## config.mk

```make
export PLATFORM = sky130hd
export DESIGN_NAME = ring_counter_pn
export DESIGN_NICKNAME = d
export VERILOG_FILES = /design/src/rtl/ring_counter_pkg.sv /design/src/rtl/ring_code_check.sv /design/src/rtl/ring_counter_pn.sv
export SDC_FILE = /design/constraint.sdc
export NUM_CORES = 1
export LEC_CHECK = 0
export CORE_MARGIN = 3
export CORE_UTILIZATION = 30
export CTS_CLUSTER_DIAMETER = 120
export CTS_CLUSTER_SIZE = 30
export DETAILED_ROUTE_END_ITERATION = 16
export GPL_TIMING_DRIVEN = 0
export PLACE_DENSITY = 0.54
export SYNTH_ARGS = -nofsm -noshare
export SYNTH_HDL_FRONTEND = slang
export SYNTH_SLANG_ARGS = --single-unit
```

## constraint.sdc

```tcl
create_clock -name clk_i -period 6.8 [get_ports clk_i]
set_clock_uncertainty 0.2 [all_clocks]
set_input_delay 1.36 -clock clk_i [delete_from_list [all_inputs] [get_ports clk_i]]
set_output_delay 1.36 -clock clk_i [all_outputs]
set_load 0.01 [all_outputs]
```

## src/rtl/ring_counter_pkg.sv

```systemverilog
// Shared mode encodings, popcount helper and WIDTH legality for the ring/Johnson counter.
package ring_counter_pkg;

  localparam logic [1:0] MODE_RING    = 2'b00;
  localparam logic [1:0] MODE_JOHNSON = 2'b01;
  localparam logic [1:0] MODE_LOAD    = 2'b10;
  localparam logic [1:0] MODE_HOLD    = 2'b11;

  localparam int unsigned MIN_WIDTH = 2;
  localparam int unsigned MAX_WIDTH = 32;
  // Wide enough to count up to MAX_WIDTH ones or transitions.
  localparam int unsigned CNT_W     = 6;

  function automatic bit width_ok(input int unsigned w);
    return (w >= MIN_WIDTH) && (w <= MAX_WIDTH);
  endfunction

  function automatic logic [CNT_W-1:0] popcount32(input logic [MAX_WIDTH-1:0] v);
    logic [CNT_W-1:0] n;
    n = '0;
    for (int i = 0; i < int'(MAX_WIDTH); i++) begin
      n = n + CNT_W'(v[i]);
    end
    return n;
  endfunction

endpackage

```

## src/rtl/ring_code_check.sv

```systemverilog
// Combinational legality check of the current counter pattern for the selected stepping mode.
module ring_code_check
  import ring_counter_pkg::*;
#(
  parameter int unsigned WIDTH = 4
) (
  input  logic [WIDTH-1:0] q,
  input  logic [1:0]       mode,
  input  logic [CNT_W-1:0] init_ones,
  output logic             legal
);

  logic [CNT_W-1:0] ones;
  logic [CNT_W-1:0] trans;

  // Ones count and circular adjacent-bit transition count.
  always_comb begin
    ones  = '0;
    trans = '0;
    for (int i = 0; i < int'(WIDTH); i++) begin
      ones  = ones + CNT_W'(q[i]);
      trans = trans + CNT_W'(q[i] ^ q[(i + 1) % int'(WIDTH)]);
    end
  end

  always_comb begin
    legal = 1'b1;
    unique case (mode)
      MODE_RING:    legal = (ones == init_ones);
      MODE_JOHNSON: legal = (trans <= CNT_W'(2));
      default:      legal = 1'b1;
    endcase
  end

endmodule

```

## src/rtl/ring_counter_pn.sv

```systemverilog
// Parametrised ring/Johnson counter with seed, direction, parallel load, clear/preset,
// wrap pulse and optional illegal-state self-correction.
module ring_counter_pn
  import ring_counter_pkg::*;
#(
  parameter int unsigned      WIDTH        = 4,
  parameter logic [WIDTH-1:0] INIT         = WIDTH'(1),
  parameter bit               SELF_CORRECT = 1'b1
) (
  input  logic             clk_i,
  input  logic             rst_i,
  input  logic             clr_i,
  input  logic             pr_i,
  input  logic             en_i,
  input  logic             dir_i,
  input  logic [1:0]       mode_i,
  input  logic [WIDTH-1:0] d_i,
  output logic [WIDTH-1:0] q_o,
  output logic             wrap_o,
  output logic             err_o
);

  if (!width_ok(WIDTH)) begin : g_width_err
    $error("ring_counter_pn: WIDTH must be within 2..32");
  end

  localparam logic [CNT_W-1:0] INIT_ONES = popcount32(MAX_WIDTH'(INIT));

  logic [WIDTH-1:0] step_q;
  logic [WIDTH-1:0] target;
  logic [WIDTH-1:0] q_n;
  logic             wrap_n;
  logic             err_n;
  logic             legal;

  ring_code_check #(
    .WIDTH (WIDTH)
  ) u_check (
    .q         (q_o),
    .mode      (mode_i),
    .init_ones (INIT_ONES),
    .legal     (legal)
  );

  // Candidate rotation and the pattern that marks a completed cycle.
  always_comb begin
    step_q = q_o;
    target = '0;
    if (mode_i == MODE_RING) begin
      step_q = dir_i ? {q_o[0], q_o[WIDTH-1:1]} : {q_o[WIDTH-2:0], q_o[WIDTH-1]};
      target = INIT;
    end else begin
      step_q = dir_i ? {~q_o[0], q_o[WIDTH-1:1]} : {q_o[WIDTH-2:0], ~q_o[WIDTH-1]};
    end
  end

  // Next-state selection: clear > preset > enabled step/load/hold.
  always_comb begin
    q_n    = q_o;
    wrap_n = 1'b0;
    err_n  = err_o;
    if (clr_i) begin
      q_n   = '0;
      err_n = 1'b0;
    end else if (pr_i) begin
      q_n   = INIT;
      err_n = 1'b0;
    end else if (en_i) begin
      unique case (mode_i)
        MODE_RING, MODE_JOHNSON: begin
          if (!legal) begin
            err_n = 1'b1;
          end
          if (!legal && SELF_CORRECT) begin
            q_n = target;
          end else begin
            q_n    = step_q;
            wrap_n = (step_q == target);
          end
        end
        MODE_LOAD: begin
          q_n   = d_i;
          err_n = 1'b0;
        end
        default: begin
          q_n = q_o;
        end
      endcase
    end
  end

  always_ff @(posedge clk_i) begin
    if (rst_i) begin
      q_o    <= INIT;
      wrap_o <= 1'b0;
      err_o  <= 1'b0;
    end else begin
      q_o    <= q_n;
      wrap_o <= wrap_n;
      err_o  <= err_n;
    end
  end

endmodule
```

* Word-level counts from Yosys, hierarchy flattened
Index checks and enable logic that the tools add are counted.
Storage, ports and cells: logic and storage cells 47, output and inout port bits 6, input bits 12, register bits after elaboration 6
Cells by class: mux-type cells 12, $lt $le $gt $ge 1, equal/unequal tests 5, bitwise operators 9, reductions and logical operators 10, add/sub/neg operators 6
Operators with widths (count):
- 6-bit adder | 3
- 4-bit 2-to-1 mux | 4
- 4-bit case mux with 2 select lines | 1
- 6-bit by 1-bit adder with 6-bit output | 1
- 6-bit by 1-bit equality test with 1-bit output, second input constant | 1
- 6-bit by 2-bit less-or-equal comparator with 1-bit output, second input constant | 1
- 6-bit OR reduction | 1
- 1-bit 2-to-1 mux | 5
- 1-bit NOT | 5
- 4-bit by 1-bit equality test with 1-bit output | 1
- 1-bit case mux with 2 select lines | 2
- 2-bit AND reduction | 2
- 4-bit nonzero test | 1
- 1-bit XOR | 4
- 2-bit by 1-bit adder with 3-bit output | 1
- 3-bit AND reduction | 1
- 3-bit nonzero test | 1
- 3-bit OR reduction | 1
- 1-bit by 1-bit adder with 2-bit output | 1
- 2-bit by 1-bit equality test with 1-bit output, second input constant | 1
- 2-bit equality test, second input constant | 1
- 2-bit zero test | 1
- 2-bit != test, second input constant | 1
- 2-bit nonzero test | 1
- 2-bit OR reduction | 1

* Logic depth before layout (Yosys ltp)
word-level depth 11, gate-level depth with buffers 11, gate-level depth less buffers 10

* By module
From an unflattened synthesis, not the netlist that was laid out.
Unflattened totals: cells, all modules 86, area, all modules 671.9 um2
By module, submodules not included:
- ring_counter_pn | seq. area each 120.1 um2, cells each 58, area each 432.9 um2, times used 1
- ring_code_check | seq. area each 0.0 um2, cells each 28, area each 239.0 um2, times used 1

* Worst setup path after synthesis
OpenSTA, ideal clock, no wires.
path type flip-flop to flip-flop, from register q_o[1], to register q_o[2], required time 6.476 ns, clock period less this slack 2.889 ns, buffers on the path 1, path slack 3.911 ns, cell stages (with the launch flop) 12, library setup time 0.124 ns, arrival time 2.565 ns, cell sequence dfxtp_1 -> clkbuf_1 -> xnor2_1 -> fa_1 -> inv_1 -> ha_1 -> ha_1 -> nor3b_1 -> or3_1 -> a22o_1 -> nand2_1 -> a31oi_1
On the way: cells in the longest elaborated chain, start to end 8, elaborated cells between the ends (all ways) 16, classes of those cells add/sub (6); order compare (1); eq/ne (1); mux (6); bitwise (2)
RTL lines:
- start: declaration | line ring_counter_pn.sv:18 | output logic [WIDTH-1:0] q_o,
- start signal: assignment | line ring_counter_pn.sv:98 | q_o <= q_n;
- 1-bit XOR | line ring_code_check.sv:22 | trans = trans + CNT_W'(q[i] ^ q[(i + 1) % int'(WIDTH)]);
- 6-bit adder (3 in series) | line ring_code_check.sv:22
- 6-bit by 2-bit less-or-equal comparator with 1-bit output | line ring_code_check.sv:30 | MODE_JOHNSON: legal = (trans <= CNT_W'(2));
- 1-bit case mux with 2 select lines | line ring_code_check.sv:28 | unique case (mode)
- 4-bit 2-to-1 mux (*) | line ring_counter_pn.sv:74 | if (!legal && SELF_CORRECT) begin
- 4-bit case mux with 2 select lines (*) | line ring_counter_pn.sv:69 | unique case (mode_i)
Mark *: on every way between the ends. The rest lies on a longest branch, timed or not. A chain may end at the register's enable or synchronous reset.

* Worst setup path after layout
from register q_o[1], to register q_o[3]
On the way: cells in the longest elaborated chain, start to end 8, elaborated cells between the ends (all ways) 13, classes of those cells add/sub (6); order compare (1); eq/ne (1); mux (3); bitwise (2)
RTL lines (line):
- 1-bit XOR | ring_code_check.sv:22
- 6-bit adder (3 in series) | ring_code_check.sv:22
- 6-bit by 2-bit less-or-equal comparator with 1-bit output | ring_code_check.sv:30
- 1-bit case mux with 2 select lines (*) | ring_code_check.sv:28
- 4-bit 2-to-1 mux (*) | ring_counter_pn.sv:74
- 4-bit case mux with 2 select lines (*) | ring_counter_pn.sv:69
Marked as above.

==> impl_metrics.env <==
export IMPL_run_status="completed"
export IMPL_cts_resized=0
export IMPL_worstMarginPinSlew_ns=0.4171
export IMPL_p_total_mw=0.1208
export IMPL_clk_insertion_delay_late_ns=0.25
export IMPL_gr_total_overflow=0
export IMPL_postRouteWirelength_mm=1.523
export IMPL_root_buffer="clkbuf_4"
export IMPL_required_ns=6.72
export IMPL_die_h_um=53.15
export IMPL_clock_sinks=6
export IMPL_vias=640
export IMPL_ys_warn_count=0
export IMPL_synthDistinctLibCells=35
export IMPL_die_area_sq_um=2825
export IMPL_ios=18
export IMPL_drt_iter0_markers=17
export IMPL_layout_drive_gt1_share_pct=13.59
export IMPL_syn_nets=103
export IMPL_met3_usage_pct=2.817
export IMPL_synth_area_per_cell_sq_um=7.939
export IMPL_crit_chain="clkbuf_1 -> xnor2_1 -> fa_1 -> inv_1 -> ha_1 -> ha_1 -> nor3b_1 -> or3_1 -> a22o_1 -> nand2_1 -> a31oi_1"
export IMPL_postCtsSetupBuffers=0
export IMPL_hpwlAfterDp_mm=1.245
export IMPL_startpoint_type="flip-flop"
export IMPL_final_min_clock_period_ns=3.064
export IMPL_synthToLayoutAreaGrowth_pct=32.46
export IMPL_reg2reg_setup_slack_ns=3.74
export IMPL_synth_cells=84
export IMPL_relSlewSlack_pct=72.19
export IMPL_max_stage_delay_ns=0.54
export IMPL_die_w_um=53.15
export IMPL_io_buffers=16
export IMPL_peakVddDrop_uv=81.93
export IMPL_synthDominantCellAreaShare_pct=18.01
export IMPL_rows=16
export IMPL_slew_viol_final=0
export IMPL_clkTransAtPathRegs_ns=0.05
export IMPL_setup_violations=0
export IMPL_dpl_worst_slack_ns=3.696
export IMPL_synth_edf_count=0
export IMPL_netlist_area_sq_um=666.9
export IMPL_critical_path_peak_fanout=7
export IMPL_fmax_mhz=326.3
export IMPL_p_per_area_nw_per_um2=136.7
export IMPL_cp_slowest_cell="fa_1"
export IMPL_final_area_sq_um=883.3
export IMPL_numCtsBuffers=3
export IMPL_hold_buffers=0
export IMPL_hold_path_class="reg2reg"
export IMPL_grt_usage_pct=13.23
export IMPL_setup_tns_ns=0
export IMPL_drc=0
export IMPL_via_per_inst=4.923
export IMPL_ys_ff_latch=6
export IMPL_n_antenna_cell=0
export IMPL_ys_seq_area_share_pct=18.01
export IMPL_critPathArrivalTime_ns=2.99
export IMPL_cts_buffer_depth=2
export IMPL_cp_common_cell="ha_1"
export IMPL_synth_area_leader_cell="dfxtp_1"
export IMPL_path_delay_family="adder cells"
export IMPL_grt_pass1_vias=604
export IMPL_nets=124
export IMPL_start_util_pct=32.66
export IMPL_setup_slack_ns=3.736
export IMPL_globalplace_congestion=0.7844
export IMPL_grt_pass1_wl_mm=2.656
export IMPL_rsz0062_at_grt="no"
export IMPL_met2_usage_pct=20.66
export IMPL_critPathCaptureType="flip-flop"
export IMPL_fin_crit_sh_pct=45.07
export IMPL_grt_max_degree=11
export IMPL_maxCapViolCount=0
export IMPL_synth_area_leaders="dfxtp_1 18%, ha_1 9.4%, fa_1 6.0%"
export IMPL_antenna_left=0
export IMPL_antenna_found_initial=0
export IMPL_async_reset_ff_share_pct=0
export IMPL_synth_most_common_cell="inv_1"
export IMPL_cts_max_level=1
export IMPL_core_area_sq_um=2042
export IMPL_synth_ff_type="dfxtp_1"
export IMPL_wl_per_cell_um=11.72
export IMPL_hold_viol_final=0
export IMPL_fin_util_pct=43.26
export IMPL_tritoncts="done"
export IMPL_setup_worst_path_class="reg2reg"
export IMPL_synth_commonest_cells="9 x inv_1, 8 x o21ai_0, 7 x nand2_1"
export IMPL_first_pass_iters=4
export IMPL_power_leakage_nw=0.3529
export IMPL_fill_cells=204
export IMPL_crit_buf_inv=2
export IMPL_grt_use_met1_pct=16.05
export IMPL_top_usage_layer="met2"
export IMPL_placed_area_sq_um=860.8
-- through the flow --
step / hold WS, ns / instances
finish: 0.3077 / 130
global route: 0.3474 / 130
CTS: 0.3125 / 130
detailed placement: 0.2999 / 127
global placement: 0.3081 / 127
floorplan: 0.3244 / 84
-- cell usage in the layout (no fill, tap or decap), types with 3 or more instances in the layout --
cell type,n
xnor2_1,4
ha_1,5
nand2_1,7
o21ai_0,8
a21oi_1,3
nor3_1,3
clkdlybuf4s50_1,16
inv_1,9
a31oi_1,3
nor2_1,4
dfxtp_1,6
clkbuf_4,3
-- registers in the layout (all words and copies together), names as in the netlist --
signal	cells
q_o	4
err_o	1
wrap_o	1
-- cells by family (layout without fill, tap and decap cells) --
logic type	count (synthesis)	after routing	share of synthesized area, %
buffers and inverters	16	35	10.88
AO/OA/AOI/OAI	25	25	27.02
XOR/XNOR	6	6	7.880
AND/OR/NAND/NOR	23	23	19.33
flip-flops	6	6	18.01
multiplexers	1	1	1.501
adder cells (fa/ha/maj)	7	7	15.38
-- power breakdown --
part           switching (mW)  internal (mW)  total, mW  leakage [nW]
Sequential           0.000810         0.0364     0.0372        0.0488
Combinational          0.0248         0.0244     0.0492         0.290
Clock                  0.0143         0.0201     0.0344        0.0138
-- final timing paths --
check	from	to	depth (start not counted)
max	q_o[1]	q_o[3]	11
min	err_o	err_o	2
max reg2reg	q_o[1]	q_o[3]	11
min reg2reg	err_o	err_o	2
-- worst min-delay path, cell delays in order (launching register included) --
cell     delay (ns)
dfxtp_1        0.34
a31oi_1        0.05
nor2_1         0.08
-- routing by layer --
layer / part of all wire [%] / routed length (um) / up-vias
met5: 0 / 0 / -
met4: 2.1 / 32 / 0
met3: 3.9 / 59 / 4
met2: 45 / 683 / 13
met1: 49 / 748 / 293
li1: - / - / 330
-- area by class of cell --
class,instances,area [sq um],share of cell area [%]
Sequential cell,6,120.1,13.60
Multi-Input combinational cell,62,474.2,53.68
Clock buffer,3,22.52,2.550
Timing Repair Buffer,16,160.2,18.13
Inverter,11,41.29,4.674
Tap cell,27,33.78,3.824
Buffer,5,31.28,3.541
No activity file was read; power rests on OpenSTA's default activity.
==> variant 1, RTL diff (config.mk and constraints unchanged) <==
`SELF_CORRECT`: 1'b1 -> 1'b0.
--- a/src/rtl/ring_counter_pn.sv
+++ b/src/rtl/ring_counter_pn.sv
@@ -7,3 +7,3 @@
   parameter logic [WIDTH-1:0] INIT         = WIDTH'(1),
-  parameter bit               SELF_CORRECT = 1'b1
+  parameter bit               SELF_CORRECT = 1'b0
 ) (
Formal check against the unedited RTL: not equivalent (Yosys sat finds a counterexample within 4 cycles, from zero or initial values and one cycle with rst_i high).
==> variant 1 against the original RTL <==
Power decreased by 14%. Cell count decreased by 9.2%. Critical path depth decreased by 7. Sequential cell count unchanged. Cell area decreased by 7.5%. Setup slack improved by 0.27 ns. Register-to-register slack improved by 0.37 ns. Combinational power decreased by 31%. Critical endpoint is now err_o. Wire length decreased by 11%. Area after synthesis decreased by 11%.
==> variant 1: results (changes against the original RTL) <==
n_all_inverters: 8  # -3
worstMarginPinSlew_ns: 0.461  # +0.0440 ns
syn_inst: 73  # -13%
critPathMaxStageDelay_ns: 0.57  # +0.03 ns
grt_use_met1_pct: 14.8  # -1.3 points
holdWs_ns: 0.363  # +0.0556 ns
r2r-start: "q_o[0]"
ir_drop_mv: 0.0993  # +21%
synthTopCellsByArea: "dfxtp_1 20%, ha_1 11%, xnor2_1 7.4%"
dpl_cell_area_um2: 795  # -7.7%
reg2reg_to: "err_o"
status: "completed"
htreeDepth: 1  # unchanged
synth_nets: 92  # -11%
routed_wl_mm: 1.36  # -11%
regToRegSetupSlack_ns: 4.11  # +0.37 ns
crit_arrival_ns: 2.72  # -0.27 ns
period_needed_ns: 2.79  # -0.275 ns
swShare_pct: 28.8  # -4.2 points
met2_length_um: 665  # -2.6%
synth_cell_types: 31  # -11%
viasPerCell: 4.86  # -1.4%
grt_pass1_vias: 566  # -6.3%
leakagePower_nw: 0.336  # -4.9%
startpoint: "mode_i[0]"
io_buffers: 17  # +1
grt_use_total_pct: 12.9  # -0.37 points
nets: 114  # -8.1%
nonClkBufAreaFrac_pct: 24.7  # +3.0 points
multi_input_area_share_pct: 50.4  # -3.3 points
dp_hpwl_mm: 1.12  # -9.8%
ys_seq_area_share_pct: 20.3  # +2.2 points
rr_worst_depth: 9  # -2
n_all_buffers: 22  # +4.8%
path_max_fanout: 9  # +2
wl_met1_um: 618  # -17%
place_congestion: 0.781  # -0.40%
wl_per_cell_um: 11.5  # -1.5%
dpl_worst_slack_ns: 3.76  # +0.0620 ns
drive_above_1_share_pct: 10.8  # -2.8 points
cpMaxStageDelayCell: "or4b_1"
area.growth.synth_to_final_pct: 37.8
grtUsageMet2_pct: 22.0  # +1.3 points
multi_input_gates: 54  # -13%
dp.cells: 115  # -9.4%
drt_iter0_markers: 7  # -10
met3_length_um: 56  # -5.1%
synthTopCellsByCount: "8 x inv_1, 6 x dfxtp_1, 6 x nand2_1"
tap_cells: 25  # -7.4%
clk_share_pct: 2.76  # +0.21 points
grt_pass1_wl_mm: 2.44  # -8.1%
==> variant 1: critical path, delay by kind of cell <==
kind,cells,cell delay [ns]
AND/OR/NAND/NOR,1,0.57
buffers and inverters,1,0.53
AO/OA/AOI/OAI,2,0.26
==> variant 1: power by group through the flow <==
stage,Combinational (W),Clock (W),Sequential (W)
global placement,0.0000338,0,0.0000373
global route,0.0000390,0.0000388,0.0000367
floorplan,0.0000199,0,0.0000378
CTS,0.0000345,0.0000344,0.0000367
finish,0.0000339,0.0000337,0.0000366
detailed placement,0.0000342,0,0.0000373
==> variant 1: logic make-up (layout without fill, tap and decap cells) <==
kind of cell	Yosys count	in the layout	share of synthesized area [%]
multiplexers	1	1	1.69
XOR/XNOR	6	6	8.86
flip-flops	6	6	20.3
AO/OA/AOI/OAI	18	18	19.6
adder cells (fa/ha/maj)	7	7	17.3
AND/OR/NAND/NOR	22	22	21.9
buffers and inverters	13	33	10.3
==> variant 2, RTL diff (same settings) <==
Without the edit above. Put one more register stage on the output `q_o`, with the module's reset. The value now appears one clock later. The other outputs are not delayed to match.
--- a/src/rtl/ring_counter_pn.sv
+++ b/src/rtl/ring_counter_pn.sv
@@ -22,2 +22,4 @@
 
+  logic [WIDTH-1:0] q_s0;
+
   if (!width_ok(WIDTH)) begin : g_width_err
@@ -38,3 +40,3 @@
   ) u_check (
-    .q         (q_o),
+    .q         (q_s0),
     .mode      (mode_i),
@@ -46,9 +48,9 @@
   always_comb begin
-    step_q = q_o;
+    step_q = q_s0;
     target = '0;
     if (mode_i == MODE_RING) begin
-      step_q = dir_i ? {q_o[0], q_o[WIDTH-1:1]} : {q_o[WIDTH-2:0], q_o[WIDTH-1]};
+      step_q = dir_i ? {q_s0[0], q_s0[WIDTH-1:1]} : {q_s0[WIDTH-2:0], q_s0[WIDTH-1]};
       target = INIT;
     end else begin
-      step_q = dir_i ? {~q_o[0], q_o[WIDTH-1:1]} : {q_o[WIDTH-2:0], ~q_o[WIDTH-1]};
+      step_q = dir_i ? {~q_s0[0], q_s0[WIDTH-1:1]} : {q_s0[WIDTH-2:0], ~q_s0[WIDTH-1]};
     end
@@ -58,3 +60,3 @@
   always_comb begin
-    q_n    = q_o;
+    q_n    = q_s0;
     wrap_n = 1'b0;
@@ -85,3 +87,3 @@
         default: begin
-          q_n = q_o;
+          q_n = q_s0;
         end
@@ -93,3 +95,3 @@
     if (rst_i) begin
-      q_o    <= INIT;
+      q_s0   <= INIT;
       wrap_o <= 1'b0;
@@ -97,3 +99,3 @@
     end else begin
-      q_o    <= q_n;
+      q_s0   <= q_n;
       wrap_o <= wrap_n;
@@ -103,2 +105,10 @@
 
+  always_ff @(posedge clk_i) begin
+    if (rst_i) begin
+      q_o <= '0;
+    end else begin
+      q_o <= q_s0;
+    end
+  end
+
 endmodule
Function: changed (a bounded check fails within 4 cycles, from zero or initial values and one cycle with rst_i high).
==> variant 2 against the original RTL <==
Cell area grew 14%. Wire length is 15% higher. Non-clock buffer count rose by 2. Power increased by 41%. Setup slack worse by 0.16 ns. Sequential cell count is 4 higher. Area after synthesis grew 16%. Global-route usage down 1.8 points. Synthesized cell count increased by 7.1%. Hold slack got worse by 0.00068 ns. Fmax down 4.9%.
==> variant 2: results (changes against the original RTL) <==
whs_path_depth: 2  # unchanged
drt_iter0_markers: 5  # -12
fin_area_um2: 1010  # +14%
worstMarginPinSlew_ns: 0.552  # +0.135 ns
dp_hpwl_mm: 1.35  # +8.5%
synthMuxAreaShare_pct: 2.58  # +1.1 points
met2_length_um: 848  # +24%
path_clk_slew_ns: 0.08  # +0.03 ns
ff_latch_area_um2: 200  # +67%
drive_above_1_share_pct: 12.7  # -0.86 points
wl_per_cell_um: 12.7  # +8.4%
comb_power_w: 0.0000517  # +5.1%
dpl_worst_slack_ns: 3.47  # -0.222 ns
wl_met1_um: 790  # +5.6%
n_all_inverters: 12  # +1
critPathMaxStageDelay_ns: 0.49  # -0.05 ns
multi_input_gates: 61  # -1.6%
rr_worst_depth: 10  # -1
clk-insertion-delay-late_ns: 0.28  # +0.03 ns
fillers: 241  # +18%
nets: 130  # +4.8%
nonClkBufAreaFrac_pct: 20.0  # -1.6 points
synth-compound-area-share_pct: 21.2  # -5.9 points
multi_input_area_share_pct: 48.5  # -5.2 points
n_all_buffers: 23  # +9.5%
met3_length_um: 81  # +37%
synth_fa_ha_area_share_pct: 13.2  # -2.1 points
status: "completed"
pwr-share-seq_pct: 35.9  # +5.1 points
grt_use_total_pct: 11.5  # -1.8 points
mappedNetlistArea_um2: 774  # +16%
critPathLaunchType: "register"
top_regs: "q_o x4, q_s0 x4"
dpl_cell_area_um2: 970  # +13%
synth_xor_xnor_area_share_pct: 9.05  # +1.2 points
leakagePower_nw: 0.402  # +14%
ir_drop_mv: 0.113  # +38%
viasPerCell: 5.09  # +3.3%
clock_buffers: 4  # +1
grt_pass1_vias: 669  # +11%
swShare_pct: 30.9  # -2.1 points
synthTopCellsByArea: "dfxtp_1 26%, ha_1 8.1%, xnor2_1 6.8%"
path_max_fanout: 8  # +1
cts-root-buf: "clkbuf_4"
ys_seq_area_share_pct: 25.8  # +7.8 points
clock_sinks: 10  # +4
crit_arrival_ns: 3.24  # +0.25 ns
synth_nets: 109  # +5.8%
## variant 2: stage by stage
stage | power, W | hold WS (ns) | instances
floorplan | 0.0000972 | 0.311 | 90
global placement | 0.000113 | 0.299 | 134
detailed placement | 0.000114 | 0.294 | 134
CTS | 0.000172 | 0.317 | 138
global route | 0.000179 | 0.345 | 138
finish | 0.000170 | 0.307 | 138
## variant 2: metal layers
layer,GRT usage [%],vias to the layer above
met5,0,-
met4,4.97,0
met3,2.76,5
met2,19.8,14
met1,13.3,333
li1,-,350
## variant 2: worst min-delay path: stages, from the launching register on
cell and delay (ns):
dfxtp_1 0.32, o21ai_0 0.08, a211oi_1 0.07
## variant 2: path summary, 6_finish.rpt
path                               from       to  slack [ns]
worst min-delay path              err_o    err_o        0.31
worst max-delay path            q_s0[3]  q_s0[2]        3.58
worst min register to register    err_o    err_o        0.31
worst max register to register  q_s0[3]  q_s0[2]        3.58
